`config.mk`:
```
export PLATFORM = sky130hd
export DESIGN_NAME = load_store_unit
export DESIGN_NICKNAME = d
export VERILOG_FILES = /design/src/rtl/lsu_pkg.sv /design/src/rtl/lsu_align_check.sv /design/src/rtl/load_store_unit.sv
export SDC_FILE = /design/constraint.sdc
export NUM_CORES = 1
export LEC_CHECK = 0
export ABC_AREA = 1
export CAP_MARGIN = 10
export CORE_ASPECT_RATIO = 0.5
export CORE_MARGIN = 3
export CORE_UTILIZATION = 45
export DETAILED_ROUTE_END_ITERATION = 8
export MAX_ROUTING_LAYER = met4
export PLACE_DENSITY = 0.95
export SYNTH_ARGS = -nofsm -noshare
export SYNTH_HDL_FRONTEND = slang
export SYNTH_SLANG_ARGS = --single-unit
```
`constraint.sdc`:
```
create_clock -name clk -period 5 [get_ports clk]
set_input_delay 1 -clock clk [delete_from_list [all_inputs] [get_ports clk]]
set_output_delay 1 -clock clk [all_outputs]
set_load 0.03 [all_outputs]
```
`src/rtl/lsu_pkg.sv`:
```
// lsu_pkg: shared definitions for the load/store unit.
//   - lsu_state_e : sequencing states (IDLE, ACCESS, DONE)
//   - SIZE_*      : access-size encodings on lsu_size / mem_size
//   - ERR_*       : completion error codes reported on lsu_err_code
//   - CNT_W       : width of the access timeout counter
package lsu_pkg;

  typedef enum logic [1:0] {
    ST_IDLE   = 2'b00,
    ST_ACCESS = 2'b01,
    ST_DONE   = 2'b10
  } lsu_state_e;

  // 2'b11 is also decoded as a word access.
  localparam logic [1:0] SIZE_WORD = 2'b00;
  localparam logic [1:0] SIZE_HALF = 2'b01;
  localparam logic [1:0] SIZE_BYTE = 2'b10;

  localparam logic [1:0] ERR_NONE     = 2'b00;
  localparam logic [1:0] ERR_MISALIGN = 2'b01;
  localparam logic [1:0] ERR_RANGE    = 2'b10;
  localparam logic [1:0] ERR_TIMEOUT  = 2'b11;

  localparam int unsigned CNT_W = 8;

endpackage

```
`src/rtl/lsu_align_check.sv`:
```
// lsu_align_check: combinational natural-alignment check.
//   addr       in  2  low address bits of the request
//   size       in  2  access size (SIZE_WORD/SIZE_HALF/SIZE_BYTE, 2'b11 = word)
//   misaligned out 1  request does not sit on its natural boundary
module lsu_align_check
  import lsu_pkg::*;
(
  input  logic [1:0] addr,
  input  logic [1:0] size,
  output logic       misaligned
);

  // Bytes are always aligned; halfwords need addr[0]=0; words need addr[1:0]=0.
  always_comb begin
    misaligned = 1'b0;
    case (size)
      SIZE_BYTE: misaligned = 1'b0;
      SIZE_HALF: misaligned = addr[0];
      default:   misaligned = (addr != 2'b00);
    endcase
  end

endmodule

```
`src/rtl/load_store_unit.sv`:
```
// load_store_unit: single-outstanding load/store sequencer between the
// pipeline and a ready-based memory.
//   clk, rst           clock, asynchronous active-low reset
//   lsu_valid/store/addr/wdata/size/unsigned   pipeline request (sampled in IDLE)
//   lsu_busy/done/rdata/error/err_code         pipeline status/result (registered)
//   mem_valid/rw/addr/wdata/size/unsigned      memory request (registered)
//   mem_ready/out_of_range/rdata               memory response
// TIMEOUT_CYCLES bounds the number of ACCESS cycles (1..255).
module load_store_unit
  import lsu_pkg::*;
#(
  parameter int unsigned TIMEOUT_CYCLES = 255
) (
  input  logic        clk,
  input  logic        rst,
  input  logic        lsu_valid,
  input  logic        lsu_store,
  input  logic [31:0] lsu_addr,
  input  logic [31:0] lsu_wdata,
  input  logic [1:0]  lsu_size,
  input  logic        lsu_unsigned,
  output logic        lsu_busy,
  output logic        lsu_done,
  output logic [31:0] lsu_rdata,
  output logic        lsu_error,
  output logic [1:0]  lsu_err_code,
  output logic        mem_valid,
  output logic        mem_rw,
  output logic [31:0] mem_addr,
  output logic [31:0] mem_wdata,
  output logic [1:0]  mem_size,
  output logic        mem_unsigned,
  input  logic        mem_ready,
  input  logic        mem_out_of_range,
  input  logic [31:0] mem_rdata
);

  localparam logic [CNT_W-1:0] TIMEOUT_LIMIT = CNT_W'(TIMEOUT_CYCLES);

  lsu_state_e       state_r;
  logic [CNT_W-1:0] cnt_r;
  logic [CNT_W-1:0] cnt_next_s;
  logic             misaligned_s;
  logic             access_end_s;
  logic [1:0]       access_err_s;

  lsu_align_check u_align (
    .addr       (lsu_addr[1:0]),
    .size       (lsu_size),
    .misaligned (misaligned_s)
  );

  // Resolve how an ACCESS cycle ends: out-of-range beats ready, ready beats timeout.
  always_comb begin
    cnt_next_s   = cnt_r + 8'd1;
    access_end_s = 1'b0;
    access_err_s = ERR_NONE;
    if (mem_out_of_range) begin
      access_end_s = 1'b1;
      access_err_s = ERR_RANGE;
    end else if (mem_ready) begin
      access_end_s = 1'b1;
      access_err_s = ERR_NONE;
    end else if (cnt_next_s == TIMEOUT_LIMIT) begin
      access_end_s = 1'b1;
      access_err_s = ERR_TIMEOUT;
    end else begin
      access_end_s = 1'b0;
      access_err_s = ERR_NONE;
    end
  end

  // Request sequencer with all pipeline- and memory-side outputs registered.
  always_ff @(posedge clk or negedge rst) begin
    if (!rst) begin
      state_r      <= ST_IDLE;
      cnt_r        <= 8'd0;
      lsu_busy     <= 1'b0;
      lsu_done     <= 1'b0;
      lsu_rdata    <= 32'd0;
      lsu_error    <= 1'b0;
      lsu_err_code <= ERR_NONE;
      mem_valid    <= 1'b0;
      mem_rw       <= 1'b0;
      mem_addr     <= 32'd0;
      mem_wdata    <= 32'd0;
      mem_size     <= 2'b00;
      mem_unsigned <= 1'b0;
    end else begin
      case (state_r)
        ST_IDLE: begin
          lsu_done  <= 1'b0;
          lsu_error <= 1'b0;
          if (lsu_valid) begin
            lsu_busy     <= 1'b1;
            mem_rw       <= lsu_store;
            mem_addr     <= lsu_addr;
            mem_wdata    <= lsu_wdata;
            mem_size     <= lsu_size;
            mem_unsigned <= lsu_unsigned;
            lsu_rdata    <= 32'd0;
            cnt_r        <= 8'd0;
            // Misaligned requests complete without ever touching memory.
            if (misaligned_s) begin
              state_r      <= ST_DONE;
              lsu_done     <= 1'b1;
              lsu_error    <= 1'b1;
              lsu_err_code <= ERR_MISALIGN;
            end else begin
              state_r      <= ST_ACCESS;
              mem_valid    <= 1'b1;
              lsu_err_code <= ERR_NONE;
            end
          end else begin
            lsu_busy <= 1'b0;
          end
        end
        ST_ACCESS: begin
          if (access_end_s) begin
            state_r      <= ST_DONE;
            mem_valid    <= 1'b0;
            lsu_done     <= 1'b1;
            lsu_error    <= (access_err_s != ERR_NONE);
            lsu_err_code <= access_err_s;
            // Only a successful load returns data; stores and failures report zero.
            if ((access_err_s == ERR_NONE) && !mem_rw) begin
              lsu_rdata <= mem_rdata;
            end else begin
              lsu_rdata <= 32'd0;
            end
          end else begin
            cnt_r <= cnt_next_s;
          end
        end
        ST_DONE: begin
          state_r   <= ST_IDLE;
          lsu_done  <= 1'b0;
          lsu_error <= 1'b0;
          lsu_busy  <= 1'b0;
        end
        default: begin
          state_r   <= ST_IDLE;
          mem_valid <= 1'b0;
          lsu_done  <= 1'b0;
          lsu_error <= 1'b0;
          lsu_busy  <= 1'b0;
        end
      endcase
    end
  end

endmodule

```
==> results.txt, run 1 <==
----------------------------------------------------
[Placed design]
  Post-Place Setup Slack ... 1620 ps
  Detail Placement HPWL ... 9880 microns
  Cell area after placement ... 0.00719 sq mm
  Final weighted congestion in routability-driven placement ... a little under 0.8
  IO buf count ... 210
  Cells after DPL ... roughly 940

[Critical path]
  Start of the worst register-to-register path ... state_r[0]
  Reg-to-reg endpoint ... lsu_rdata[29]
  Critical path startpoint category ... flop
  Launch point of the critical path ... state_r[0]
  Worst path required time ... about 5300 ps
  Startpoint-to-endpoint class of the critical path ... reg2reg
  Endpoint type of the worst setup path ... flop
  Cell depth of the worst flop-to-flop path ... 7
  Largest fanout on the critical path ... 37
  Arrival time of the worst setup path ... between 3000 and 4000 ps
  Worst setup slack for register-to-register paths ... approximately 1900 ps

[Yosys]
  Netlist area before placement ... 0.00506 sq mm
  Commonest cells in the netlist ... sky130_fd_sc_hd__nand2_1, sky130_fd_sc_hd__dfrtp_1, sky130_fd_sc_hd__inv_1
  Post-synthesis instance total ... just over 600
  Count of warnings emitted by yosys ... 0
  Fraction of the yosys area taken by sequential cells ... a little under three fifths
  Main area contributors after synthesis ... sky130_fd_sc_hd__dfrtp_1, sky130_fd_sc_hd__nand2_1, sky130_fd_sc_hd__nand3_1, sky130_fd_sc_hd__inv_1, sky130_fd_sc_hd__nor2_1
  Synth Register Bits ... roughly 120
  Mapped Nets ... 726
  Post-synthesis cell type count ... 26
  Post-synthesis average cell area ... between 8 and 9 sq um
  Share of the synthesized area in the top cell type ... between 50% and 60%
  Biggest area consumer among synthesized cells ... sky130_fd_sc_hd__dfrtp_1
  Count of flip-flops with a built-in enable after synthesis ... 0
  Prevailing post-synth register cell ... sky130_fd_sc_hd__dfrtp_1
  Async SR Flop Fraction ... 100%
  Most frequent cell after synthesis ... sky130_fd_sc_hd__nand2_1

[Floorplan]
  Die footprint ... around 0.013 sq mm
  Initial core utilization ... 47.9%
  Core Area ... between 0.01 and 0.015 sq mm
  Vertical die dimension ... about 81 microns
  Ports placed on the boundary ... around 210
  Die Wd ... 156 microns
  Number of placement rows ... 26

[Pwr]
  Ratio of total power to cell area ... between 500 and 600 mW/mm^2
  Switching power ... 1620 uW
  Leakage dissipation ... 0.00375 uW
  Maximum vdd drop ... 0.327 mV
  Fraction of power consumed by sequential logic ... a little under a third
  Switching share of power ... a little under two fifths
  Relative contribution of combinational cells to total power ... between 30 and 40%
  Internal Dissipation ... 2720 uW
  Part of the power in the clock network ... 29.9%

[STA]
  Transition time at the pin with the least slew margin ... roughly 1200 ps
  Setup repair after global routing missed its margin ... no
  # setup viols final ... 0
  Max transition margin ... ~21%
  Max Clock Freq ... around 330 MHz
  Count of final max-slew check failures ... 0
  Share of the clock period used by the worst path ... between 60 and 70%
  Final-report hold violation count ... 0
  Total negative setup slack ... 0 ps
  Setup clock skew after layout ... approximately 5.9 ps
  Final Worst Setup Slack ... between 1500 and 2000 ps
  Post-layout min period ... between 3000 and 4000 ps

[Route]
  First drt pass iteration count ... 5
  Number of nets with antenna violations after detailed routing ... 0
  Avg Vias per Cell ... about 5.0
  Wirelength per Cell ... 15.7 microns
  Drt first-iter violations ... between 300 and 400
  Final routed DRC violation total ... 0
  Vias ... between 4,000 and 5,000
  Post-Route WL ... 15,300 microns

[Clock network]
  Hold-fix buffer count after cts ... 0
  Number of buffers on the longest clock path ... 2
  CTS Buf Count ... 17
  Clock insertion delay at the later pin of the skew report ... 390 ps
  Sink count of the clock tree ... ~120
  Clock tree from TritonCTS ... built
  Count of instances resized after the clock tree is built ... 0
  Post-CTS Setup Bufs ... 0
  Max H-tree Level ... 4
  Clock-pin slew on the worst setup and hold paths ... approximately 50 ps
  Clock root buffer ... sky130_fd_sc_hd__clkbuf_16

[Global route]
  Initial antenna violation count ... 0
  Global-route congestion overflow total ... 0
  Number of global-route vias before repair ... roughly 4,800
  Overall routing resource usage ... between 20% and 30%
  Largest net degree at the start of global routing ... 84
  First-pass GRT wire length ... 24,200 microns

[Worst hold path]
  Worst min-delay path startpoint ... mem_wdata[8]
  Hold Path Sink ... mem_wdata[8]
  Cell depth of the worst hold path ... 2
  Path category of the worst min-delay check ... reg2reg

[Cells and area]
  Antenna diode count ... 0
  Share of cells above drive strength 1 ... under 10%
  Non-filler instance count after layout ... a little under 1,000
  Signed area change from the synthesized netlist to the final layout ... 54.9%
  Net count reported at finish ... about 930
  Post-route cell area ... 0.00785 sq mm
  Fraction of the core area covered by cells at the end of the flow ... between 70% and 80%

[Flow run]
  Max-cap violations ... 0

[Outcome]
  Result of the run ... finished clean

----------------------------------------------------
-- critical path, stage by stage (launching register included) --
cell	delay (ps)
sky130_fd_sc_hd__dfrtp_1	420
sky130_fd_sc_hd__inv_1	140
sky130_fd_sc_hd__nor2_2	80
sky130_fd_sc_hd__inv_2	480
sky130_fd_sc_hd__nand2_1	860
sky130_fd_sc_hd__nand2_4	670
sky130_fd_sc_hd__nand2_1	110
sky130_fd_sc_hd__o21ai_1	150
-- sequential cells by signal, indices dropped and copies added, names as in the netlist, 2 cells and up --
name	cells
state_r	2
cnt_r	8
lsu_rdata	32
lsu_err_code	2
mem_size	2
mem_addr	32
mem_wdata	32
-- kinds of logic after synthesis --
family / after synthesis / share of synthesized area (%)
AO/OA/AOI/OAI: 51 / 5.21
XOR/XNOR: 1 / 0.173
AND/OR/NAND/NOR: 365 / 29.4
adder cells (fa/ha/maj): 3 / 0.741
flip-flops: 116 / 57.3
buffers and inverters: 82 / 7.16
-- placed cells by master (no fill, tap or decap), types with 4 or more instances in the layout --
cell                                n
sky130_fd_sc_hd__nand2_1          266
sky130_fd_sc_hd__o21ai_1           33
sky130_fd_sc_hd__o21ai_0           11
sky130_fd_sc_hd__clkbuf_8           4
sky130_fd_sc_hd__bufinv_16          4
sky130_fd_sc_hd__nand3_1           43
sky130_fd_sc_hd__dfrtp_1          116
sky130_fd_sc_hd__nor2_1            44
sky130_fd_sc_hd__clkdlybuf4s50_1  209
sky130_fd_sc_hd__clkbuf_16         17
sky130_fd_sc_hd__inv_1             48
-- cell type report --
| type | count | area (sq um) |
|---|---|---|
| Clock inverter | 9 | 150 |
| Sequential cell | 116 | 2900 |
| Timing Repair Buffer | 213 | 2130 |
| Clock buffer | 22 | 484 |
| Multi-Input combinational cell | 420 | 1810 |
| Inverter | 51 | 191 |
| Fill cell | 711 | 2730 |
| Tap cell | 140 | 175 |
-- power groups by stage --
stage | Clock [uW] | Combinational, uW | Sequential [uW]
finish | 1300 | 1690 | 1360
global route | 1360 | 1790 | 1390
CTS | 1310 | 1690 | 1360
detailed placement | 0 | 1680 | 1360
global placement | 0 | 1640 | 1350
floorplan | 0 | 422 | 1870
-- worst max-delay path by stage --
stage                         end  depth (start not counted)
finish              lsu_rdata[29]                          7
global route        lsu_rdata[29]                          7
CTS                 lsu_rdata[29]                          7
detailed placement  lsu_rdata[30]                          6
global placement    lsu_rdata[31]                          6
floorplan            mem_addr[10]                          6
-- metrics by stage --
stage / hold slack, ps / power, uW
floorplan: 528 / 2290
global placement: 453 / 2990
detailed placement: 457 / 3040
CTS: 470 / 4360
global route: 492 / 4540
finish: 468 / 4340
-- routing by layer --
layer	global-route usage (%)	vias up	wire [microns]	share of wire, %
met2	42.5	213	7880	52
met5	-	-	0	0
met1	28.9	2308	5960	39
met3	4.26	54	754	4.9
met4	13.4	0	671	4.4
li1	-	2304	-	-
Note: power is estimated with default switching activity, not from simulation.
==> inputs of run 2 (changes only) <==
- CORE_UTILIZATION: 45 -> 39
- PLACE_DENSITY: 0.95 -> 0.88
- clock period: 5 -> 2.55 ns (I/O delays scaled with it)
==> run 2 against run 1 <==
- first-iteration DRC count decreased by 31%
- design area increased by 0.48%
- non-clock buffer count increased by 10
- critical endpoint is now lsu_rdata[1]
- largest power group unchanged
- highest routed layer unchanged
==> results.txt, run 2 (same netlist as run 1, synthesis figures left out) <==
----------------------------------------------------
[Outcome]
  Result of the run ... finished clean

[Cells and area]
  Commonest non-fill, non-tap cells in the layout ... sky130_fd_sc_hd__nand2_1, sky130_fd_sc_hd__clkdlybuf4s50_1, sky130_fd_sc_hd__dfrtp_1, sky130_fd_sc_hd__inv_1, sky130_fd_sc_hd__nor2_1
  Share of cells above drive strength 1 ... 7.01% (+0.99 points)
  Signed area change from the synthesized netlist to the final layout ... 55.6%
  Antenna diode count ... 0 (unchanged)
  Net count reported at finish ... 937 (+1.1%)
  Top Registers ... lsu_rdata: 32 flops, mem_addr: 32 flops, mem_wdata: 32 flops
  Most common library cell in the layout ignoring fill and taps ... sky130_fd_sc_hd__nand2_1

[Clock network]
  Max H-tree Level ... 4 (unchanged)
  CTS Buf Count ... 17 (unchanged)
  Post-CTS Setup Bufs ... 0 (unchanged)
  Clock-pin slew on the worst setup and hold paths ... 60 ps (about the same)
  Hold-fix buffer count after cts ... 0 (unchanged)
  Count of instances resized after the clock tree is built ... 0 (unchanged)
  Clock root buffer ... sky130_fd_sc_hd__clkbuf_16
  Clock insertion delay at the later pin of the skew report ... 400 ps (about the same)
  Sink count of the clock tree ... 116 (unchanged)
  Number of buffers on the longest clock path ... 2 (unchanged)
  Clock tree from TritonCTS ... built

[Global route]
  Number of global-route vias before repair ... 4,771 (-1.5%)
  Initial antenna violation count ... 0 (unchanged)
  First-pass GRT wire length ... 23,700 microns (-2.1%)
  Overall routing resource usage ... 20.8% (-4.2 points)
  Largest net degree at the start of global routing ... 70 (-17%)
  Global-route congestion overflow total ... 0 (unchanged)

[Critical path]
  Worst path required time ... 2820 ps (-2450 ps)
  Arrival time of the worst setup path ... 2430 ps (-900 ps)
  Critical path startpoint category ... flop
  Endpoint type of the worst setup path ... flop
  Startpoint-to-endpoint class of the critical path ... reg2reg
  Largest fanout on the critical path ... 37 (unchanged)
  Cell depth of the worst flop-to-flop path ... 10 (+3)

[Route]
  Vias ... 4,757 (-2.5%)
  First drt pass iteration count ... 5 (unchanged)
  Final routed DRC violation total ... 0 (unchanged)
  Number of nets with antenna violations after detailed routing ... 0 (unchanged)
  Drt first-iter violations ... 261 (-31%)
  Wirelength per Cell ... 14.4 microns (-8.5%)
  Avg Vias per Cell ... 4.72 (-6.0%)
  Post-Route WL ... 14,500 microns (-5.1%)

[STA]
  Max transition margin ... 62.2% (+42 points)
  Share of the clock period used by the worst path ... 84.8% (+24 points)
  Total negative setup slack ... 0 ps (unchanged)
  Final-report hold violation count ... 0 (unchanged)
  Transition time at the pin with the least slew margin ... 567 ps (-621 ps)
  # setup viols final ... 0 (unchanged)
  Setup clock skew after layout ... 9.48 ps (+3.63 ps)
  Count of final max-slew check failures ... 0 (unchanged)
  Smallest hold slack ... 109 ps (-359 ps)
  Setup repair after global routing missed its margin ... no
  Post-layout min period ... 2160 ps (-897 ps)
  Max Clock Freq ... 462 MHz (+41%)

[Flow run]
  Max-cap violations ... 0 (unchanged)

[Floorplan]
  Number of placement rows ... 28 (+7.7%)
  Ports placed on the boundary ... 211 (unchanged)
  Die Wd ... 167 microns (+7.1%)
  Core Area ... 0.0122 sq mm (+16%)
  Initial core utilization ... 41.4% (-6.5 points)
  Die footprint ... 0.0145 sq mm (+14%)
  Vertical die dimension ... 86.6 microns (+6.9%)

[Placed design]
  IO buf count ... 210 (unchanged)
  Final weighted congestion in routability-driven placement ... 0.826 (+6.9%)
  Detail Placement HPWL ... 10,200 microns (+2.9%)

[Pwr]
  Leakage dissipation ... 0.00376 uW (+0.16%)
  Maximum vdd drop ... 0.637 mV (+95%)
  Ratio of total power to cell area ... 1040 mW/mm^2 (+88%)

[Worst hold path]
  Path category of the worst min-delay check ... in2async

----------------------------------------------------
-- run 2: changes by cell type in the layout (fill, tap and decap cells not counted) --
cell	change
sky130_fd_sc_hd__inv_6	+1
sky130_fd_sc_hd__buf_4	+10
sky130_fd_sc_hd__bufinv_16	-3
sky130_fd_sc_hd__clkinv_2	-2
sky130_fd_sc_hd__clkbuf_1	+2
sky130_fd_sc_hd__clkinvlp_4	+1
sky130_fd_sc_hd__clkbuf_8	-2
sky130_fd_sc_hd__clkinv_4	+4
-- run 2: final timing paths --
check | from | to | slack, ps
min in group clk | mem_wdata[19] | mem_wdata[19] | 470
min reg2reg | mem_wdata[19] | mem_wdata[19] | 470
max in group asynchronous | rst | lsu_rdata[6] | 1730
max | cnt_r[0] | lsu_rdata[1] | 390
max reg2reg | cnt_r[0] | lsu_rdata[1] | 390
min | rst | mem_wdata[2] | 110
-- run 2: layer usage --
layer	global-route usage, %	share of wire [%]
met2	35.9	52
met3	4.01	4.5
met5	-	0
met1	25.0	41
met4	7.13	1.9
-- run 2: through the flow --
step / setup WS (ps) / std cells / total power, uW / cell area (sq um) / utilization, %
6_report: 387 / 1007 / 8220 / 7880 / 64.5
3_5_place_dp: 340 / 975 / 6000 / 7320 / 59.8
4_1_cts: 376 / 1007 / 8290 / 7880 / 64.5
3_3_place_gp: 387 / 975 / 5930 / 7320 / 59.8
5_1_grt: 185 / 1007 / 8630 / 7880 / 64.5
2_1_floorplan: 827 / 618 / 4480 / 5060 / -
-- run 2: critical path: stages (launching register included) --
cell and delay, ps:
sky130_fd_sc_hd__dfrtp_1 440, sky130_fd_sc_hd__ha_1 230, sky130_fd_sc_hd__nand3_1 140, sky130_fd_sc_hd__o21ai_1 170, sky130_fd_sc_hd__nand2_1 130, sky130_fd_sc_hd__nor2_4 170
sky130_fd_sc_hd__nand2_4 90, sky130_fd_sc_hd__nand2_8 160, sky130_fd_sc_hd__nand2_4 260, sky130_fd_sc_hd__nand2_1 150, sky130_fd_sc_hd__o21ai_1 80
-- run 2: cell type report --
class	instances	area, sq um
multi-input cells	420	1810
repair buffers	223	2210
well taps	165	206
clock inverters	10	101
flip-flops and latches	116	2900
fillers	987	4340
inverters	51	191
clock buffers	22	464
-- run 2: power breakdown --
part | leakage (uW) | internal (uW) | total (uW) | switching [uW]
Sequential | 0.00149 | 2360 | 2650 | 300
Combinational | 0.00200 | 1280 | 3310 | 2030
Clock | 0.000267 | 1400 | 2250 | 851
==> inputs of run 3 (changes only) <==
- clock period: 2.55 -> 1.95 ns (I/O delays scaled with it)
==> run 3 against run 2 <==
- worst setup slack lost 340 ps
- hold slack improved by 330 ps
- critical path depth is 9 lower
- total power grew 36%
- flip-flop and latch count did not move
- non-clock buffer count up 13
- largest cell class unchanged
- die area is the same
==> results.txt, run 3 (same netlist as run 1, synthesis figures left out) <==
----------------------------------------------------
[Outcome]
  Result of the run ... finished clean

[Floorplan]
  Ports placed on the boundary ... 211 (unchanged)
  Die footprint ... 0.0145 sq mm (unchanged)
  Vertical die dimension ... 86.6 microns (unchanged)
  Initial core utilization ... 41.4% (unchanged)
  Die Wd ... 167 microns (unchanged)
  Core Area ... 0.0122 sq mm (unchanged)
  Number of placement rows ... 28 (unchanged)

[Global route]
  Largest net degree at the start of global routing ... 54 (-23%)
  First-pass GRT wire length ... 24,600 microns (+4.1%)
  Global-route congestion overflow total ... 0 (unchanged)
  Initial antenna violation count ... 0 (unchanged)
  Overall routing resource usage ... 21.8% (+0.99 points)
  Number of global-route vias before repair ... 5,013 (+5.1%)

[Clock network]
  Number of buffers on the longest clock path ... 2 (unchanged)
  Max H-tree Level ... 4 (unchanged)
  Clock root buffer ... sky130_fd_sc_hd__clkbuf_16
  CTS Buf Count ... 17 (unchanged)
  Clock insertion delay at the later pin of the skew report ... 400 ps (about the same)
  Clock-pin slew on the worst setup and hold paths ... 60 ps (about the same)
  Sink count of the clock tree ... 116 (unchanged)
  Clock tree from TritonCTS ... built

[Critical path]
  Arrival time of the worst setup path ... 1520 ps (-910 ps)
  Start of the worst register-to-register path ... cnt_r[1]
  Worst setup slack for register-to-register paths ... 60 ps (-330 ps)
  Startpoint-to-endpoint class of the critical path ... reg2out
  Delay of the slowest cell on the worst path ... 730 ps (+290 ps)
  Buffers plus inverters on the worst setup path ... 1 (+1)
  Slowest stage cell on the critical path ... sky130_fd_sc_hd__clkdlybuf4s50_1
  Worst path required time ... 1560 ps (-1260 ps)
  Largest fanout on the critical path ... 2 (-95%)
  Cell depth of the worst flop-to-flop path ... 13 (+3)
  Critical path startpoint category ... flop
  Endpoint type of the worst setup path ... primary output
  Reg-to-reg endpoint ... lsu_rdata[26]
  Ordered list of cells on the worst path ... clkdlybuf4s50_1
  Critical path's top delay family ... buffers and inverters

[Cells and area]
  Signed area change from the synthesized netlist to the final layout ... 62.1%
  Commonest non-fill, non-tap cells in the layout ... sky130_fd_sc_hd__nand2_1, sky130_fd_sc_hd__clkdlybuf4s50_1, sky130_fd_sc_hd__dfrtp_1, sky130_fd_sc_hd__inv_1, sky130_fd_sc_hd__nor2_1
  Non-filler instance count after layout ... 1,020 (+1.3%)
  Top Registers ... lsu_rdata: 32 flops, mem_addr: 32 flops, mem_wdata: 32 flops
  Share of cells above drive strength 1 ... 11.7% (+4.7 points)
  Most common library cell in the layout ignoring fill and taps ... sky130_fd_sc_hd__nand2_1
  Antenna diode count ... 0 (unchanged)
  Net count reported at finish ... 950 (+1.4%)

[Pwr]
  Leakage dissipation ... 0.00389 uW (+3.6%)
  Ratio of total power to cell area ... 1360 mW/mm^2 (+30%)
  Maximum vdd drop ... 0.738 mV (+16%)

[Route]
  Highest metal layer with signal wires ... met4
  Number of nets with antenna violations after detailed routing ... 0 (unchanged)
  Post-Route WL ... 15,400 microns (+6.0%)
  Met3 wire length ... 676 microns (+4.3%)
  Drt first-iter violations ... 368 (+41%)
  Wirelength per Cell ... 15.1 microns (+4.6%)
  Vias ... 4,882 (+2.6%)
  Avg Vias per Cell ... 4.79 (+1.3%)
  Met2 Wirelength ... 8080 microns (+6.4%)
  Final routed DRC violation total ... 0 (unchanged)
  Wire length the detailed router placed on met1 ... 6210 microns (+4.0%)
  First drt pass iteration count ... 4 (-1)

[Placed design]
  Final weighted congestion in routability-driven placement ... 0.883 (+6.9%)
  Cells after DPL ... 980 (+0.51%)
  IO buf count ... 210 (unchanged)
  Detail Placement HPWL ... 10,600 microns (+4.0%)
  Post-Place Setup Slack ... 17.0 ps (-323 ps)

[STA]
  Setup repair after global routing missed its margin ... yes
  Post-layout min period ... about 1900 ps
  Share of the clock period used by the worst path ... 97.7%
  Max transition margin ... 73.8% (+12 points)
  Final-report hold violation count ... 0 (unchanged)
  Max Clock Freq ... 525 MHz
  Final Worst Setup Slack ... 45.0 ps (-342 ps)
  Setup clock skew after layout ... 10.1 ps (+0.605 ps)
  Count of final max-slew check failures ... 0 (unchanged)
  # setup viols final ... 0 (unchanged)
  Transition time at the pin with the least slew margin ... 389 ps (-178 ps)

[Worst hold path]
  Path category of the worst min-delay check ... in2async

[Flow run]
  Max-cap violations ... 0 (unchanged)

----------------------------------------------------
-- run 3: cell count changes in the layout (fill, tap and decap cells not counted), moves of 3 or more --
cell                       delta
sky130_fd_sc_hd__buf_12       +7
sky130_fd_sc_hd__clkinv_2     +3
sky130_fd_sc_hd__nand2_1     -17
sky130_fd_sc_hd__nand2_2     +17
sky130_fd_sc_hd__nand3_1      -3
sky130_fd_sc_hd__nand3_2      +3
sky130_fd_sc_hd__o21ai_2      +3
-- run 3: where the power goes --
part	total, uW	internal [uW]	switching, uW
logic	4630	1870	2770
registers	3480	3080	397
clock network	3040	1910	1130
total	11100	6850	4290
-- run 3: how the worst max path moves through the flow --
stage | from | endpoint | cells after the start
3_3_place_gp | lsu_size[1] | mem_valid | 10
2_1_floorplan | cnt_r[0] | lsu_rdata[16] | 12
5_1_grt | cnt_r[1] | lsu_err_code[0] | 14
3_5_place_dp | cnt_r[0] | lsu_rdata[27] | 10
4_1_cts | cnt_r[0] | lsu_rdata[1] | 11
6_report | lsu_rdata[28] | lsu_rdata[28] | 1
-- run 3: repair_timing --
item | 4_1_cts | 5_1_grt
buffers inserted | 0 | 5
pin swaps | 0 | 4
hold buffers | 1 | 0
cloned | 0 | 2
resized for setup | 1 | 31
hold endpoints to repair | 24 | 0
endpoints found under the setup margin | 1 | 36
-- run 3: routing by layer --
metal | up-vias | track usage (%)
met2 | 167 | 37.8
met5 | - | -
met3 | 37 | 3.46
met4 | 0 | 10.7
met1 | 2332 | 25.3
li1 | 2346 | -
-- run 3: area by class of cell --
type	count	area, sq um
fill	903	4020
timing repair buffer	236	2440
sequential	116	2900
inverter	51	191
multi-input combinational	420	1890
clock buffer	19	443
clock inverter	13	135
tap	165	206
-- run 3: through the flow --
step | total power [uW] | TNS [ps] | hold WS (ps) | util, % | cell area [sq um]
3_3_place_gp | 7890 | 0 | 326 | 60.9 | 7440
5_1_grt | 11700 | -286 | 486 | 67.1 | 8210
3_5_place_dp | 8000 | 0 | 334 | 60.9 | 7440
2_1_floorplan | 5860 | 0 | 94.4 | - | 5060
4_1_cts | 11100 | 0 | 440 | 65.7 | 8030
6_report | 11100 | 0 | 441 | 67.1 | 8210
